File: config.mk
export PLATFORM = sky130hd
export DESIGN_NAME = timer_array
export DESIGN_NICKNAME = d
export VERILOG_FILES = /design/src/rtl/timer_pkg.sv /design/src/rtl/timer_channel.sv /design/src/rtl/timer_array.sv
export SDC_FILE = /design/constraint.sdc
export NUM_CORES = 1
export LEC_CHECK = 0
export ABC_AREA = 1
export CAP_MARGIN = 20
export CORE_UTILIZATION = 40
export DETAILED_ROUTE_END_ITERATION = 6
export MAX_ROUTING_LAYER = met4
export SYNTH_ARGS = -nofsm -noshare
export SYNTH_HDL_FRONTEND = slang
export SYNTH_HIERARCHICAL = 1
export SYNTH_SLANG_ARGS = --single-unit
File: constraint.sdc
create_clock -name clk_in -period 2.7 [get_ports clk_in]
set_clock_uncertainty 0.2 [all_clocks]
set_input_delay 0.405 -clock clk_in [delete_from_list [all_inputs] [get_ports clk_in]]
set_output_delay 0.405 -clock clk_in [all_outputs]
set_load 0.1 [all_outputs]
File: src/rtl/timer_pkg.sv
// Shared register offsets, TCON bit positions and the TCON bundle for timer_array.
package timer_pkg;

    localparam logic [3:0] OFF_TH    = 4'h0;
    localparam logic [3:0] OFF_TL    = 4'h4;
    localparam logic [3:0] OFF_TCON  = 4'h8;
    localparam logic [3:0] OFF_PSC   = 4'hC;
    localparam int         CH_STRIDE = 16;

    localparam int EN_B  = 0;
    localparam int IE_B  = 1;
    localparam int IRQ_B = 2;
    localparam int OS_B  = 3;

    typedef struct packed {
        logic os;
        logic irq;
        logic ie;
        logic en;
    } tcon_t;

endpackage

File: src/rtl/timer_channel.sv
// One timer channel: TH/TL/TCON state, tick, reload on all-ones, W1C status.
// Optional prescaler built only when TIMER_PRESCALER_EN is defined.
module timer_channel
    import timer_pkg::*;
#(
    parameter int          WIDTH  = 32,
    parameter logic [31:0] TH_RST = 32'h0000_0004
) (
    input  logic        clk_in,
    input  logic        reset_n,
    input  logic        we_th,
    input  logic        we_tl,
    input  logic        we_tcon,
`ifdef TIMER_PRESCALER_EN
    input  logic        we_psc,
`endif
    input  logic [31:0] wdata,
    input  logic [3:0]  rd_off,
    output logic [31:0] rd_data,
    output logic        irq_st
);

    localparam logic [WIDTH-1:0] TH_INIT = TH_RST[WIDTH-1:0];
    localparam logic [WIDTH-1:0] ONE     = {{(WIDTH-1){1'b0}}, 1'b1};

    logic [WIDTH-1:0] th_q, th_d;
    logic [WIDTH-1:0] tl_q, tl_d;
    tcon_t            tcon_q, tcon_d;
    logic             tick;
    logic             ovf;

`ifdef TIMER_PRESCALER_EN
    logic [15:0] psc_q, psc_d;
    logic [15:0] pcnt_q, pcnt_d;

    assign tick = tcon_q.en && (pcnt_q == psc_q);

    always_comb begin
        psc_d = we_psc ? wdata[15:0] : psc_q;
        if (!tcon_q.en || we_psc) begin
            pcnt_d = '0;
        end else if (pcnt_q == psc_q) begin
            pcnt_d = '0;
        end else begin
            pcnt_d = pcnt_q + 16'd1;
        end
    end

    always_ff @(posedge clk_in or negedge reset_n) begin
        if (!reset_n) begin
            psc_q  <= '0;
            pcnt_q <= '0;
        end else begin
            psc_q  <= psc_d;
            pcnt_q <= pcnt_d;
        end
    end
`else
    assign tick = tcon_q.en;
`endif

    assign ovf = tick && (tl_q == '1);

    always_comb begin
        th_d = we_th ? wdata[WIDTH-1:0] : th_q;

        tl_d = tl_q;
        if (tick) begin
            tl_d = ovf ? th_q : tl_q + ONE;
        end
        if (we_tl) begin
            tl_d = wdata[WIDTH-1:0];
        end

        tcon_d = tcon_q;
        if (ovf && tcon_q.os) begin
            tcon_d.en = 1'b0;
        end
        if (we_tcon) begin
            tcon_d.en = wdata[EN_B];
            tcon_d.ie = wdata[IE_B];
            tcon_d.os = wdata[OS_B];
            if (wdata[IRQ_B]) begin
                tcon_d.irq = 1'b0;
            end
        end
        // Set after the W1C so an overflow in the clear cycle is kept.
        if (ovf && tcon_q.ie) begin
            tcon_d.irq = 1'b1;
        end
    end

    always_ff @(posedge clk_in or negedge reset_n) begin
        if (!reset_n) begin
            th_q   <= TH_INIT;
            tl_q   <= '0;
            tcon_q <= '0;
        end else begin
            th_q   <= th_d;
            tl_q   <= tl_d;
            tcon_q <= tcon_d;
        end
    end

    always_comb begin
        rd_data = '0;
        case (rd_off)
            OFF_TH:   rd_data[WIDTH-1:0] = th_q;
            OFF_TL:   rd_data[WIDTH-1:0] = tl_q;
            OFF_TCON: rd_data[3:0]       = tcon_q;
`ifdef TIMER_PRESCALER_EN
            OFF_PSC:  rd_data[15:0]      = psc_q;
`endif
            default:  rd_data = '0;
        endcase
    end

    assign irq_st = tcon_q.irq;

endmodule

File: src/rtl/timer_array.sv
// Multi-channel memory-mapped timer: address decode, registered read mux, IRQ OR.
// Define TIMER_PRESCALER_EN to add a per-channel 16-bit prescaler at offset 0xC.
module timer_array
    import timer_pkg::*;
#(
    parameter int          N_CH   = 2,
    parameter int          WIDTH  = 32,
    parameter logic [31:0] TH_RST = 32'h0000_0004
) (
    input  logic            clk_in,
    input  logic            reset_n,
    input  logic            wr_en,
    input  logic            rd_en,
    input  logic [7:0]      addr,
    input  logic [31:0]     wdata,
    output logic [31:0]     rdata,
    output logic [N_CH-1:0] irq_vec,
    output logic            irq
);

    logic [3:0]  ch_sel;
    logic [3:0]  off;
    logic        hit;
    logic [31:0] ch_rd [N_CH];
    logic [31:0] rdata_q, rdata_d;

    assign ch_sel = addr[7:4];
    assign off    = addr[3:0] & 4'hC;
    assign hit    = ({24'b0, addr} < 32'(N_CH * CH_STRIDE));

    for (genvar c = 0; c < N_CH; c++) begin : g_ch
        logic sel;
        assign sel = hit && (ch_sel == 4'(c));

        timer_channel #(
            .WIDTH  (WIDTH),
            .TH_RST (TH_RST)
        ) u_ch (
            .clk_in  (clk_in),
            .reset_n (reset_n),
            .we_th   (wr_en && sel && (off == OFF_TH)),
            .we_tl   (wr_en && sel && (off == OFF_TL)),
            .we_tcon (wr_en && sel && (off == OFF_TCON)),
`ifdef TIMER_PRESCALER_EN
            .we_psc  (wr_en && sel && (off == OFF_PSC)),
`endif
            .wdata   (wdata),
            .rd_off  (off),
            .rd_data (ch_rd[c]),
            .irq_st  (irq_vec[c])
        );
    end

    always_comb begin
        rdata_d = rdata_q;
        if (rd_en) begin
            rdata_d = '0;
            for (int c = 0; c < N_CH; c++) begin
                if (hit && (ch_sel == 4'(c))) begin
                    rdata_d = ch_rd[c];
                end
            end
        end
    end

    always_ff @(posedge clk_in or negedge reset_n) begin
        if (!reset_n) begin
            rdata_q <= '0;
        end else begin
            rdata_q <= rdata_d;
        end
    end

    assign rdata = rdata_q;
    assign irq   = |irq_vec;

endmodule
==> run summary <==
Status -> completed
Placeable core region -> 0.0264 sq mm
Cells traversed along the worst timing path -> ha_1 > nand2_1 > nor2_4 > nand2_4 > nor2_8 > nand3_4 > nand2_1 > nand2_1 > o21ai_0
Maximum resistive drop on vdd -> 0.382 mV
Portion of netlist area occupied by mux cells -> 0%
Clock power frac -> 30.2%
Compound-gate portion of the synthesized area -> 12.1%
Deepest clock path buffer count -> 2
Number of nets in the final layout -> 1697
Switching Power -> 3.43 mW
Switching portion of total power -> 37.1%
Unrepaired setup endpoints after global routing -> no
Stage delay of the slowest cell on the critical path -> 0.48 ns
WP buf/inv -> 0
Crit-path most repeated cell -> nand2_1
Critical path startpoint category -> flip-flop
Main combinational cell family by area after synthesis -> simple AND/OR/NAND/NOR gates
Row count -> 59
Top-level port count -> 79
Clock tree from TritonCTS -> yes
Number of cells produced by synthesis -> 1600
Deepest level of the CTS H-tree -> 4
Fraction of power consumed by sequential logic -> 43.0%
Cell family contributing the most delay on the critical path -> simple AND/OR/NAND/NOR gates
Area share of fa/ha/maj cells after synthesis -> 0.230%
Post-detailed-route wirelength per cell -> 18.4 microns
Detailed router's first-iteration violation count -> 897
Final setup vio count -> 0
Insertion delay of the later-clocked pin in the worst-skew pair -> 0.44 ns
Post-synthesis instance area -> 0.0109 sq mm
Max-slew violation count -> 0
Leading post-synthesis cells by cell area -> dfrtp_1 (38%), nand2_1 (19%), nand3_1 (8.2%)
Area share of and/or/nand/nor cells after synthesis -> 36.4%
Average size of a mapped cell -> 6.80 sq um
Utilization of the core after routing -> 47.8%
Num Clock Sinks -> 168
Area used by multi-input combinational logic -> 0.00550 sq mm
Required time at the endpoint of the critical path -> 2.84 ns
Maximum fanout count along the critical path -> 37
Minimum hold slack -> 0.248 ns
Port Buffer Count -> 76
Final Cycle Share -> 92.7%
Total track usage -> 27.6%
Post_cts resized -> 0
Clock buffers created by TritonCTS -> 17
Xor/xnor cell area share of the yosys netlist -> 1.29%
Maximum clock frequency -> 400 MHz
Post-CTS setup repair buffer count -> 0
Number of storage elements in the synthesis netlist -> 168
Initial DRT Pass Iterations -> 6
Count of warnings emitted by yosys -> 6
Total vias in the final route -> 10900
Portion of total power attributed to combinational logic -> 26.7%
Cell with the biggest individual delay on the critical path -> nand3_4
DR vias/cell -> 5.44
Last weighted congestion value of the routability-driven placer -> 0.982
Global-route wire length before repair -> 57800 microns
Area share of the leading cell type in the synthesized netlist -> 38.2%
Rel. slew slack -> 45.2%
Die span in y -> 167 microns
Sequential cell area fraction in the yosys report -> 38.7%
Antenna Diode Count -> 0
Final wirelength -> 36700 microns
Critical path class -> reg -> reg
Total power -> 9.23 mW
Fillcell total -> 2665
Initial core utilization -> 41.3%
Die Span X -> 167 microns
Least setup slack across all paths after layout -> 0.198 ns
Largest net degree at the start of global routing -> 65
Root cell of the clock tree -> clkbuf_16
Max_cap viols -> 0
DPL Wire Length -> 26400 microns
PwrDens -> 733 mW/mm^2
Number of antenna-violating nets in the routed design -> 0
Path class of the lowest-slack min-delay path -> in -> async
Die area -> 0.0279 sq mm
Antenna violations before repair -> 0
Cell leakage power -> 6.05 nW
Power Internal -> 5.80 mW
Pin slew with the least headroom to its limit -> 0.821 ns
Final hold violation count -> 0
Fraction of final layout cells with drive strength greater than 1 -> 8.53%
Number of distinct library cells after synthesis -> 33
Post-CTS clock slew at the launch and capture registers of the worst setup and hold paths -> 0.07 ns
Critical Path End Type -> flip-flop
Area growth from synthesis to layout -> 15.8%
Area taken by flip-flops and latches -> 0.00421 sq mm
Data arrival time at the worst-slack endpoint -> 2.65 ns
Total gr overflow -> 0
Minimum clock period -> 2.50 ns
# DRC -> 0
Number of global-route vias before repair -> 10100
Total Neg Setup Slack -> 0 ns
Pre-CTS setup slack -> 0.118 ns
Dominant cell type by area after synthesis -> dfrtp_1
==> path summary, 6_finish.rpt <==
| kind | start | to | slack [ns] | cells past startpoint |
|---|---|---|---|---|
| max | g_ch[1].u_ch/tl_q[0] | g_ch[1].u_ch/tl_q[6] | 0.20 | 9 |
| min | reset_n | g_ch[1].u_ch/th_q[0] | 0.25 | 2 |
| max reg2reg | g_ch[1].u_ch/tl_q[0] | g_ch[1].u_ch/tl_q[6] | 0.20 | 9 |
| min reg2reg | rdata[17] | rdata[17] | 0.29 | 2 |
| max in group asynchronous | reset_n | g_ch[1].u_ch/th_q[24] | 1.31 | 3 |
| min in group clk_in | rdata[17] | rdata[17] | 0.29 | 2 |
==> layer usage <==
layer | wire length, microns | up-vias | global-route usage (%) | part of all wire (%)
li1 | - | 5298 | - | -
met1 | 16800 | 5160 | 37.4 | 46
met2 | 17100 | 367 | 43.2 | 47
met3 | 2170 | 48 | 3.99 | 5.9
met4 | 609 | 0 | 6.80 | 1.7
met5 | 0 | - | - | 0
==> stage by stage <==
stage / cells / area (sq um)
after floorplan: 1607 / 10900
after global placement: 1966 / 11900
after detailed placement: 1966 / 11900
after CTS: 1999 / 12600
after global routing: 1999 / 12600
final: 1999 / 12600
==> cells in the final DEF (no fill, tap or decap), types with 3 or more instances in the layout <==
cell type / n
nand2_1: 541
inv_1: 188
nand3_1: 178
dfrtp_1: 166
nor2_1: 100
o21ai_0: 92
buf_4: 68
o22ai_1: 56
nand4_1: 56
a22oi_1: 54
clkdlybuf4s50_1: 40
clkbuf_16: 17
xor2_1: 14
nor2_4: 10
nor2_2: 9
conb_1: 8
o221ai_1: 8
buf_12: 7
inv_2: 6
nand3b_1: 6
bufinv_16: 5
o21ai_1: 4
clkbuf_8: 3
clkinv_4: 3
==> timing repair <==
action	CTS	global route
setup endpoints to repair	0	0
hold buffers	1	0
hold endpoints to repair	34	0
==> sequential cells by signal (all words and copies together) (netlist names) <==
register	cells
g_ch.u_ch/irq_st	2
g_ch.u_ch/tcon_q	4
g_ch.u_ch/th_q	64
g_ch.u_ch/tick	2
g_ch.u_ch/tl_q	64
rdata	32
==> kinds of logic (layout without fill, tap and decap cells) <==
kind of cell	after synthesis	count (layout)
AO/OA/AOI/OAI	216	216
XOR/XNOR	16	16
flip-flops	168	168
adder cells (fa/ha/maj)	2	2
AND/OR/NAND/NOR	911	911
other	1	8
buffers and inverters	286	343
==> synth_stat cells <==
| cell | count |
|---|---|
| clkbuf_1 | 49 |
| inv_1 | 188 |
| nand2_4 | 2 |
| xnor2_1 | 2 |
| dfrtp_1 | 166 |
| clkbuf_4 | 1 |
| nand2_2 | 2 |
| nand2_1 | 541 |
| inv_2 | 6 |
| nor2_2 | 4 |
| nand3_4 | 2 |
| nor4_1 | 2 |
| nor2_4 | 7 |
| dfstp_2 | 2 |
| nor2_1 | 108 |
| buf_1 | 2 |
| a21oi_1 | 2 |
| nand3b_1 | 6 |
| ha_1 | 2 |
| buf_2 | 16 |
| buf_6 | 11 |
| nand4_1 | 56 |
| nor2_8 | 2 |
| o21ai_1 | 4 |
| o21ai_0 | 92 |
| xor2_1 | 14 |
| or2_2 | 1 |
| nand3_1 | 178 |
| conb_1 | 1 |
| o22ai_1 | 56 |
| o221ai_1 | 8 |
| buf_4 | 13 |
| a22oi_1 | 54 |
==> power by group through the flow <==
stage                     Sequential [mW]  Clock, mW  Combinational, mW
after global routing                 4.07       2.93               2.83
after CTS                            3.95       2.84               2.45
final                                3.97       2.79               2.47
after detailed placement             3.98          0               2.44
after global placement               3.97          0               2.38
after floorplan                      3.79          0               1.79
==> cell type report <==
cell class	instances	share of cell area (%)
Inverter	194	5.78
Multi-Input combinational cell	1153	43.7
Timing Repair Buffer	117	8.51
Sequential cell	168	33.4
Tap cell	335	3.33
Clock inverter	10	1.52
Clock buffer	22	3.77
Note: power is estimated with default switching activity, not from simulation.
